--- config.mk ---
export PLATFORM = sky130hd
export DESIGN_NAME = display_source_arbiter_flat
export DESIGN_NICKNAME = d
export VERILOG_FILES = /design/src/rtl/display_source_arbiter_if.sv /design/src/rtl/display_source_arbiter.sv /design/src/flat_wrapper.sv
export SDC_FILE = /design/constraint.sdc
export NUM_CORES = 1
export LEC_CHECK = 0
export ABC_CLOCK_PERIOD_IN_PS = 3700
export CAP_MARGIN = 25
export CORE_MARGIN = 2
export CORE_UTILIZATION = 50
export DETAILED_ROUTE_END_ITERATION = 10
export DONT_BUFFER_PORTS = 1
export PLACE_DENSITY_LB_ADDON = 0.3
export SYNTH_ARGS = -nofsm -noshare
export SYNTH_HDL_FRONTEND = slang
export SYNTH_SLANG_ARGS = --single-unit
--- constraint.sdc ---
create_clock -name clk -period 3.7 [get_ports clk]
set_clock_uncertainty 0.1 [all_clocks]
set_input_delay 0.925 -clock clk [delete_from_list [all_inputs] [get_ports clk]]
set_output_delay 0.925 -clock clk [all_outputs]
set_load 0.03 [all_outputs]
--- src/rtl/display_source_arbiter_if.sv ---
// Display source arbiter bus: control inputs, packed source buses and the
// registered display outputs, grouped for the board-level hookup.
interface display_source_arbiter_if #(
    parameter int N_SRC     = 4,
    parameter int SRC_IDX_W = 2,
    parameter int HOLD_W    = 4
);
    logic                   tick_1hz;
    logic                   frame_start;
    logic                   power_on;
    logic [SRC_IDX_W-1:0]   base_sel;
    logic [N_SRC-1:0]       ovl_req;
    logic                   ovl_cancel;
    logic [8*N_SRC-1:0]     src_digit1;
    logic [8*N_SRC-1:0]     src_digit2;
    logic [8*N_SRC-1:0]     src_tube_sel;
    logic [7:0]             digit1;
    logic [7:0]             digit2;
    logic [7:0]             tube_sel;
    logic [SRC_IDX_W-1:0]   active_src;
    logic                   ovl_active;
    logic [HOLD_W-1:0]      hold_left;

    modport master (
        output tick_1hz, frame_start, power_on, base_sel, ovl_req, ovl_cancel,
        output src_digit1, src_digit2, src_tube_sel,
        input  digit1, digit2, tube_sel, active_src, ovl_active, hold_left
    );

    modport slave (
        input  tick_1hz, frame_start, power_on, base_sel, ovl_req, ovl_cancel,
        input  src_digit1, src_digit2, src_tube_sel,
        output digit1, digit2, tube_sel, active_src, ovl_active, hold_left
    );
endinterface

--- src/rtl/display_source_arbiter.sv ---
// Display source arbiter: picks one of N_SRC 7-segment sources for the board
// display, with a timed overlay, frame-aligned switching and power-off blanking.
module display_source_arbiter #(
    parameter int N_SRC      = 4,
    parameter int SRC_IDX_W  = 2,
    parameter int HOLD_TICKS = 5,
    parameter int HOLD_W     = 4
) (
    input  logic                    clk,
    input  logic                    rst,
    display_source_arbiter_if.slave bus
);

    typedef enum logic [1:0] {
        BLANK   = 2'd0,
        BASE    = 2'd1,
        OVERLAY = 2'd2
    } state_t;

    state_t               state;
    logic [SRC_IDX_W-1:0] ovl_idx;
    logic [SRC_IDX_W-1:0] active_src_q;
    logic [HOLD_W-1:0]    hold_left_q;
    logic                 ovl_active_q;
    logic [7:0]           digit1_q;
    logic [7:0]           digit2_q;
    logic [7:0]           tube_sel_q;

    logic [SRC_IDX_W-1:0] base_tgt;
    logic [SRC_IDX_W-1:0] req_idx;
    logic [SRC_IDX_W-1:0] target;
    logic                 any_req;

    // Out-of-range base selections fall back to source 0.
    always_comb begin
        base_tgt = bus.base_sel;
        if (int'(bus.base_sel) >= N_SRC) begin
            base_tgt = '0;
        end
    end

    // Lowest set overlay request bit wins.
    always_comb begin
        req_idx = '0;
        for (int unsigned i = N_SRC; i > 0; i--) begin
            if (bus.ovl_req[i-1]) begin
                req_idx = SRC_IDX_W'(i - 1);
            end
        end
    end

    assign any_req = |bus.ovl_req;

    // Source the display should show given the pre-edge state.
    always_comb begin
        target = base_tgt;
        if (state == OVERLAY) begin
            target = ovl_idx;
        end
    end

    // FSM, frame-aligned commit and registered display outputs.
    // power_on=0 is the only way into BLANK, so it also decides blanking of
    // the output registers on the same edge.
    always_ff @(posedge clk or negedge rst) begin
        if (!rst) begin
            state        <= BLANK;
            ovl_idx      <= '0;
            active_src_q <= '0;
            hold_left_q  <= '0;
            ovl_active_q <= 1'b0;
            digit1_q     <= '0;
            digit2_q     <= '0;
            tube_sel_q   <= '0;
        end else begin
            if (state == BLANK || bus.frame_start) begin
                active_src_q <= target;
            end

            if (!bus.power_on) begin
                digit1_q   <= '0;
                digit2_q   <= '0;
                tube_sel_q <= '0;
            end else begin
                digit1_q   <= bus.src_digit1[{active_src_q, 3'b000} +: 8];
                digit2_q   <= bus.src_digit2[{active_src_q, 3'b000} +: 8];
                tube_sel_q <= bus.src_tube_sel[{active_src_q, 3'b000} +: 8];
            end

            if (!bus.power_on) begin
                state        <= BLANK;
                hold_left_q  <= '0;
                ovl_active_q <= 1'b0;
            end else begin
                case (state)
                    BLANK: begin
                        state <= BASE;
                    end
                    BASE: begin
                        if (any_req) begin
                            state        <= OVERLAY;
                            ovl_idx      <= req_idx;
                            hold_left_q  <= HOLD_W'(HOLD_TICKS);
                            ovl_active_q <= 1'b1;
                        end
                    end
                    OVERLAY: begin
                        if (bus.ovl_cancel) begin
                            state        <= BASE;
                            hold_left_q  <= '0;
                            ovl_active_q <= 1'b0;
                        end else if (any_req) begin
                            ovl_idx     <= req_idx;
                            hold_left_q <= HOLD_W'(HOLD_TICKS);
                        end else if (bus.tick_1hz) begin
                            if (hold_left_q > HOLD_W'(1)) begin
                                hold_left_q <= hold_left_q - HOLD_W'(1);
                            end else begin
                                state        <= BASE;
                                hold_left_q  <= '0;
                                ovl_active_q <= 1'b0;
                            end
                        end
                    end
                    default: begin
                        state <= BLANK;
                    end
                endcase
            end
        end
    end

    assign bus.digit1     = digit1_q;
    assign bus.digit2     = digit2_q;
    assign bus.tube_sel   = tube_sel_q;
    assign bus.active_src = active_src_q;
    assign bus.ovl_active = ovl_active_q;
    assign bus.hold_left  = hold_left_q;

endmodule

--- src/flat_wrapper.sv ---
// flat-port wrapper written by rule: the top's interface ports become plain ports
module display_source_arbiter_flat 
#(
    parameter int N_SRC      = 4,
    parameter int SRC_IDX_W  = 2,
    parameter int HOLD_TICKS = 5,
    parameter int HOLD_W     = 4
)
  (clk, rst, bus_tick_1hz, bus_frame_start, bus_power_on, bus_base_sel, bus_ovl_req, bus_ovl_cancel, bus_src_digit1, bus_src_digit2, bus_src_tube_sel, bus_digit1, bus_digit2, bus_tube_sel, bus_active_src, bus_ovl_active, bus_hold_left);
  display_source_arbiter_if #(.N_SRC(N_SRC), .SRC_IDX_W(SRC_IDX_W), .HOLD_W(HOLD_W)) bus_i ();
  input  logic clk;
  input  logic rst;
  input wire logic [$bits(bus_i.tick_1hz)-1:0] bus_tick_1hz;
  input wire logic [$bits(bus_i.frame_start)-1:0] bus_frame_start;
  input wire logic [$bits(bus_i.power_on)-1:0] bus_power_on;
  input wire logic [$bits(bus_i.base_sel)-1:0] bus_base_sel;
  input wire logic [$bits(bus_i.ovl_req)-1:0] bus_ovl_req;
  input wire logic [$bits(bus_i.ovl_cancel)-1:0] bus_ovl_cancel;
  input wire logic [$bits(bus_i.src_digit1)-1:0] bus_src_digit1;
  input wire logic [$bits(bus_i.src_digit2)-1:0] bus_src_digit2;
  input wire logic [$bits(bus_i.src_tube_sel)-1:0] bus_src_tube_sel;
  output wire logic [$bits(bus_i.digit1)-1:0] bus_digit1;
  output wire logic [$bits(bus_i.digit2)-1:0] bus_digit2;
  output wire logic [$bits(bus_i.tube_sel)-1:0] bus_tube_sel;
  output wire logic [$bits(bus_i.active_src)-1:0] bus_active_src;
  output wire logic [$bits(bus_i.ovl_active)-1:0] bus_ovl_active;
  output wire logic [$bits(bus_i.hold_left)-1:0] bus_hold_left;
  assign bus_i.tick_1hz = bus_tick_1hz;
  assign bus_i.frame_start = bus_frame_start;
  assign bus_i.power_on = bus_power_on;
  assign bus_i.base_sel = bus_base_sel;
  assign bus_i.ovl_req = bus_ovl_req;
  assign bus_i.ovl_cancel = bus_ovl_cancel;
  assign bus_i.src_digit1 = bus_src_digit1;
  assign bus_i.src_digit2 = bus_src_digit2;
  assign bus_i.src_tube_sel = bus_src_tube_sel;
  assign bus_digit1 = bus_i.digit1;
  assign bus_digit2 = bus_i.digit2;
  assign bus_tube_sel = bus_i.tube_sel;
  assign bus_active_src = bus_i.active_src;
  assign bus_ovl_active = bus_i.ovl_active;
  assign bus_hold_left = bus_i.hold_left;
  display_source_arbiter #(.N_SRC(N_SRC), .SRC_IDX_W(SRC_IDX_W), .HOLD_TICKS(HOLD_TICKS), .HOLD_W(HOLD_W)) u_core (.clk(clk), .rst(rst), .bus(bus_i));
endmodule
# Word level (Yosys, flattened, before mapping)
# Cells that the tools add are included.
[totals]
in_bits = 108
ff_bits = 35
out_inout_bits = 31
word_cells = 62
[classes]
add_sub_neg = 1
n_lt_le_gt_ge = 1
muxes = 32
eq_ne = 9
shifts = 3
n_reduce_logical = 8
[ops]
columns = ["cell", "count"]
rows = [
  ["variable part select 32 x 6 -> 8 bit", 3],
  ["two-way mux 2 bit", 13],
  ["two-way mux 4 bit", 6],
  ["two-way mux 8 bit", 3],
  ["!= test 4 bit, second input constant", 3],
  ["case mux 4 bit (2 select lines)", 1],
  ["two-way mux 1 bit", 6],
  ["case mux 2 bit (3 select lines)", 1],
  ["AND reduction 3 bit", 2],
  ["!= test 5 x 4 -> 1 bit, second input constant", 1],
  ["AND reduction 5 bit", 1],
  ["> comparator 4 x 1 -> 1 bit, second input constant", 1],
  ["case mux 2 bit (2 select lines)", 1],
  ["AND reduction 4 bit", 1],
  ["OR reduction 4 bit", 1],
  ["subtractor 4 x 1 -> 4 bit, second input constant", 1],
  ["!= test 3 x 1 -> 1 bit, second input constant", 1],
  ["!= test 3 x 2 -> 1 bit, second input constant", 1],
  ["equality test 2 x 1 -> 1 bit, second input constant", 1],
  ["equality test 2 bit, second input constant", 1],
  ["logical NOT 2 bit", 1],
  ["!= test 2 bit, second input constant", 1],
  ["case mux 1 bit (2 select lines)", 1],
  ["nonzero test 2 bit", 1],
  ["logical OR 1 bit", 1],
]

# Depth between registers and ports, before layout
[logic_depth]
ltp_word = 7
depth_mapped = 6
ltp_nobuf = 6

# Worst setup path after synthesis
# Ideal clock, no wire load.
[synth_path]
path_kind = "input to register"
start = "input port bus_ovl_req[0]"
end = "register u_core.hold_left_q[3] (netlist: u_core.bus.hold_left[3])"
path_slack_ns = 1.340
n_path_buf = 1
required_ns = 3.508
arrival_time_ns = 2.168
path_stages = 4
setup_ns = 0.092
path_cell_list = "or4_4 -> buf_6 -> or3_4 -> o31ai_2"
[synth_via]
elab_chain_cells = 5
elab_cells_between_ends = 8
cone_classes = "eq/ne: 2; mux: 4; reduce/logical: 2"
[synth_rtl]
columns = ["item", "line_no", "rtl"]
rows = [
  ["from (decl)", "flat_wrapper.sv:17", "input wire logic [$bits(bus_i.ovl_req)-1:0] bus_ovl_req;"],
  ["OR reduction 4 bit *", "display_source_arbiter.sv:52", "assign any_req = |bus.ovl_req;"],
  ["two-way mux 4 bit", "display_source_arbiter.sv:112", "end else if (any_req) begin"],
  ["two-way mux 4 bit", "display_source_arbiter.sv:108", "if (bus.ovl_cancel) begin"],
  ["case mux 4 bit (2 select lines)", "display_source_arbiter.sv:95", "case (state)"],
  ["two-way mux 4 bit", "display_source_arbiter.sv:90", "if (!bus.power_on) begin"],
  ["to (signal assigned)", "display_source_arbiter.sv:103", "hold_left_q <= HOLD_W'(HOLD_TICKS);"],
  ["to (signal assigned)", "display_source_arbiter.sv:114", "hold_left_q <= HOLD_W'(HOLD_TICKS);"],
  ["to (signal assigned)", "display_source_arbiter.sv:117", "hold_left_q <= hold_left_q - HOLD_W'(1);"],
  ["to (decl)", "display_source_arbiter.sv:23", "logic [HOLD_W-1:0] hold_left_q;"],
]
# Every way passes the cells marked *; elsewhere a longest branch is shown, timed or not.
# A chain may end at the register's enable or synchronous reset.

# Worst setup path in the final report
[layout_path]
start = "register u_core.active_src_q[0] (netlist: u_core.bus.active_src[0])"
end = "output port bus_active_src[0]"
[layout_rtl]
columns = ["item", "line_no", "rtl"]
rows = [
  ["from (decl)", "display_source_arbiter.sv:22", "logic [SRC_IDX_W-1:0] active_src_q;"],
  ["from (signal assigned)", "display_source_arbiter.sv:77", "active_src_q <= target;"],
  ["to (decl)", "flat_wrapper.sv:25", "output wire logic [$bits(bus_i.active_src)-1:0] bus_active_src;"],
]
# No word-level cell between the ends.

==> impl_metrics.json <==
{
  "status": "complete, no violations",
  "place_congestion": 0.748,
  "vias": 1373,
  "dpl_cell_area_um2": 2060,
  "cts_setup_buffers": 0,
  "crit_chain": "buf_16",
  "power_frac_clock_pct": 29.4,
  "die-area_um2": 4620,
  "r2r_slack_ns": 1.66,
  "finalCritPeriodShare_pct": 59.6,
  "grt_usage_pct": 22.2,
  "criticalPathCategory": "flip-flop to output pin",
  "num_antenna_cells": 0,
  "drive_gt1_share_pct": 25.5,
  "area_growth_syn_to_layout_pct": 7.83,
  "grt_first_pass_wirelength_um": 7330,
  "cts_sinks": 35,
  "slowest_delay_ns": 0.66,
  "cts_buffers": 5,
  "nFillCells": 338,
  "p_int_w": 0.000821,
  "ant_nets": 0,
  "critPathMaxFanout": 14,
  "dp.final_hpwl_um": 3820,
  "ys.flop_type": "dfrtp_1",
  "gr-total-overflow": 0,
  "routedWlPerCell_um": 23.8,
  "netSwitchingFraction_pct": 31.4,
  "cts_root_buf": "clkbuf_8",
  "clockBufferDepth": 2,
  "setup_ws_ns": 1.50,
  "pwr-share-comb_pct": 21.3,
  "clkTransAtPathRegs_ns": 0.07,
  "dieWidth_um": 68.0,
  "synth_cells": 158,
  "ios": 139,
  "post-place-ws_ns": 1.34,
  "routed_wl_um": 4920,
  "first_global_vias": 1407,
  "netlist_area_um2": 2050,
  "fin_setup_tns_ns": 0,
  "hold_viol": 0,
  "period_minus_slack_ns": 2.20,
  "crit_arrival_ns": 1.18,
  "die_h_um": 68.0,
  "crit_path_end_kind": "output pin",
  "start_kind": "flip-flop",
  "ys_ff_latch": 35,
  "grt_max_degree": 36,
  "drc": 0,
  "hp-class": "input pin to asynchronous set/reset pin",
  "power_w": 0.00120,
  "ctsResizeCount": 0,
  "cts_tree": "yes",
  "drv_slew": 0,
  "p_switching_w": 0.000376,
  "cp.required_ns": 2.67,
  "rsz0062_at_grt": "no",
  "fmax_mhz": 454,
  "vdd_drop_max_uv": 341,
  "slew_headroom_pct": 57.4,
  "port_buffers": 0,
  "setup_viol": 0,
  "ys_warn_count": 0,
  "seq_power_share_pct": 49.4,
  "crit_family": "flip-flops",
  "power_leakage_nw": 0.903,
  "dr.pass1.iters": 4,
  "clock_latency_ns": 0.27,
  "synth_edf_count": 0,
  "worst_slew_pin_slew_ns": 0.638,
  "coreArea_um2": 3970,
  "ys_seq_area_share_pct": 42.8,
  "htreeDepth": 2,
  "final_area_um2": 2210,
  "synthDistinctLibCells": 35,
  "cts-hold-fix-buffers": 0,
  "maxCapViolCount": 0,
  "viasPerCell": 6.63,
  "critPathBufInv": 1,
  "first_iter_violations": 89,
  "slowest_stage": "dfrtp_2",
  "syn_area_per_cell_um2": 12.9,
  "power-per-cell-area_nw_per_um2": 543,
  "antenna_found_initial": 0,
  "synthesis.nets": 268,
  "fin_nets": 266,
  "ys_async_sr_fraction_pct": 100,
  "fin_util_pct": 55.5,
  "row_count": 23,
  "start_util_pct": 51.5
}
==> path summary, 6_finish.rpt <==
check / from / to / cells after the start
setup / recovery: u_core.bus.active_src[0]$_DFFE_PN0P_ / bus_active_src[0] / 1
min in group clk: u_core.ovl_idx[0]$_DFFE_PN0P_ / u_core.ovl_idx[0]$_DFFE_PN0P_ / 1
hold reg to reg: u_core.ovl_idx[0]$_DFFE_PN0P_ / u_core.ovl_idx[0]$_DFFE_PN0P_ / 1
hold / removal: rst / u_core.bus.digit1[3]$_DFF_PN0_ / 0
setup reg to reg: u_core.bus.hold_left[0]$_DFFE_PN0P_ / u_core.bus.hold_left[3]$_DFFE_PN0P_ / 6
max in group asynchronous: rst / u_core.bus.active_src[0]$_DFFE_PN0P_ / 0
==> layer usage <==
layer  up-vias  GRT usage [%]  wire (µm)
met3        10           9.21        658
met4         0           8.50        117
met2       103           37.1       2430
li1        591              -          -
met1       669           25.3       1710
met5         -              0          0
==> power groups by stage <==
stage                     clock (W)  combinational [W]  sequential, W
after floorplan                   0           0.000239       0.000567
after global placement            0           0.000216       0.000613
after detailed placement          0           0.000225       0.000618
after CTS                  0.000359           0.000227       0.000611
after global routing       0.000385           0.000278       0.000601
final                      0.000351           0.000255       0.000591
==> stage by stage <==
stage | hold WS [ns] | std cells
2_1_floorplan | 0.352 | 158
3_3_place_gp | 0.377 | 198
3_5_place_dp | 0.377 | 198
4_1_cts | 0.225 | 206
5_1_grt | 0.207 | 207
6_report | 0.233 | 207
==> sequential cells by signal (all words and copies together), names as in the netlist <==
signal	cells
u_core.bus.active_src	2
u_core.bus.digit1	8
u_core.bus.digit2	8
u_core.bus.hold_left	4
u_core.bus.ovl_active	1
u_core.bus.tube_sel	8
u_core.ovl_idx	2
u_core.state	2
==> area by class of cell <==
cell class              instances  area, µm²  area share, %
repair buffers                  2       35.0           1.59
clock inverters                 2       35.0           1.59
clock buffers                   6       82.6           3.74
inverters                       4       15.0          0.681
flip-flops and latches         35        877           39.8
well taps                      50       62.6           2.84
multi-input cells             108       1100           49.8
==> layout by cell type (no fill, tap or decap), types with 3 or more instances in the layout <==
| cell | n |
|---|---|
| nand2_1 | 7 |
| mux4_2 | 24 |
| and3_1 | 3 |
| inv_1 | 4 |
| dfrtp_1 | 34 |
| o21ai_0 | 3 |
| nor2b_1 | 3 |
| clkbuf_8 | 6 |
| and2_1 | 25 |
| nor2_1 | 9 |
| o21ai_1 | 3 |
| a21oi_1 | 3 |
==> kinds of logic (layout without fill, tap and decap cells) <==
group                      Yosys count  in the layout  share of synthesized area [%]
and+or+nand+nor                     56             56                           15.8
DFF                                 35             35                           42.8
muxes                               26             26                           27.4
AOI/OAI and AO/OA                   23             23                           8.87
buffers and inverters               15             14                           3.49
adders and majority gates            2              2                           1.22
xor gates and xnor gates             1              1                          0.428
==> synth_stat cells (all sizes together) (2+ instances only) <==
library cell / number / area [µm²]
inv: 4 / 15.0
buf: 3 / 26.3
and3: 3 / 18.8
a32oi: 2 / 17.5
and2: 25 / 156
dfrtp: 35 / 876
o22a: 2 / 17.5
clkbuf: 8 / 30.0
ha: 2 / 25.0
nor2b: 3 / 18.8
mux4: 24 / 541
nand2: 7 / 26.3
nor2: 9 / 33.8
a21oi: 3 / 15.0
mux2i: 2 / 20.0
o21ai: 6 / 30.0
nor3: 2 / 10.0
nand4: 2 / 12.5
o31ai: 3 / 46.3
(Power assumes the default switching activity.)
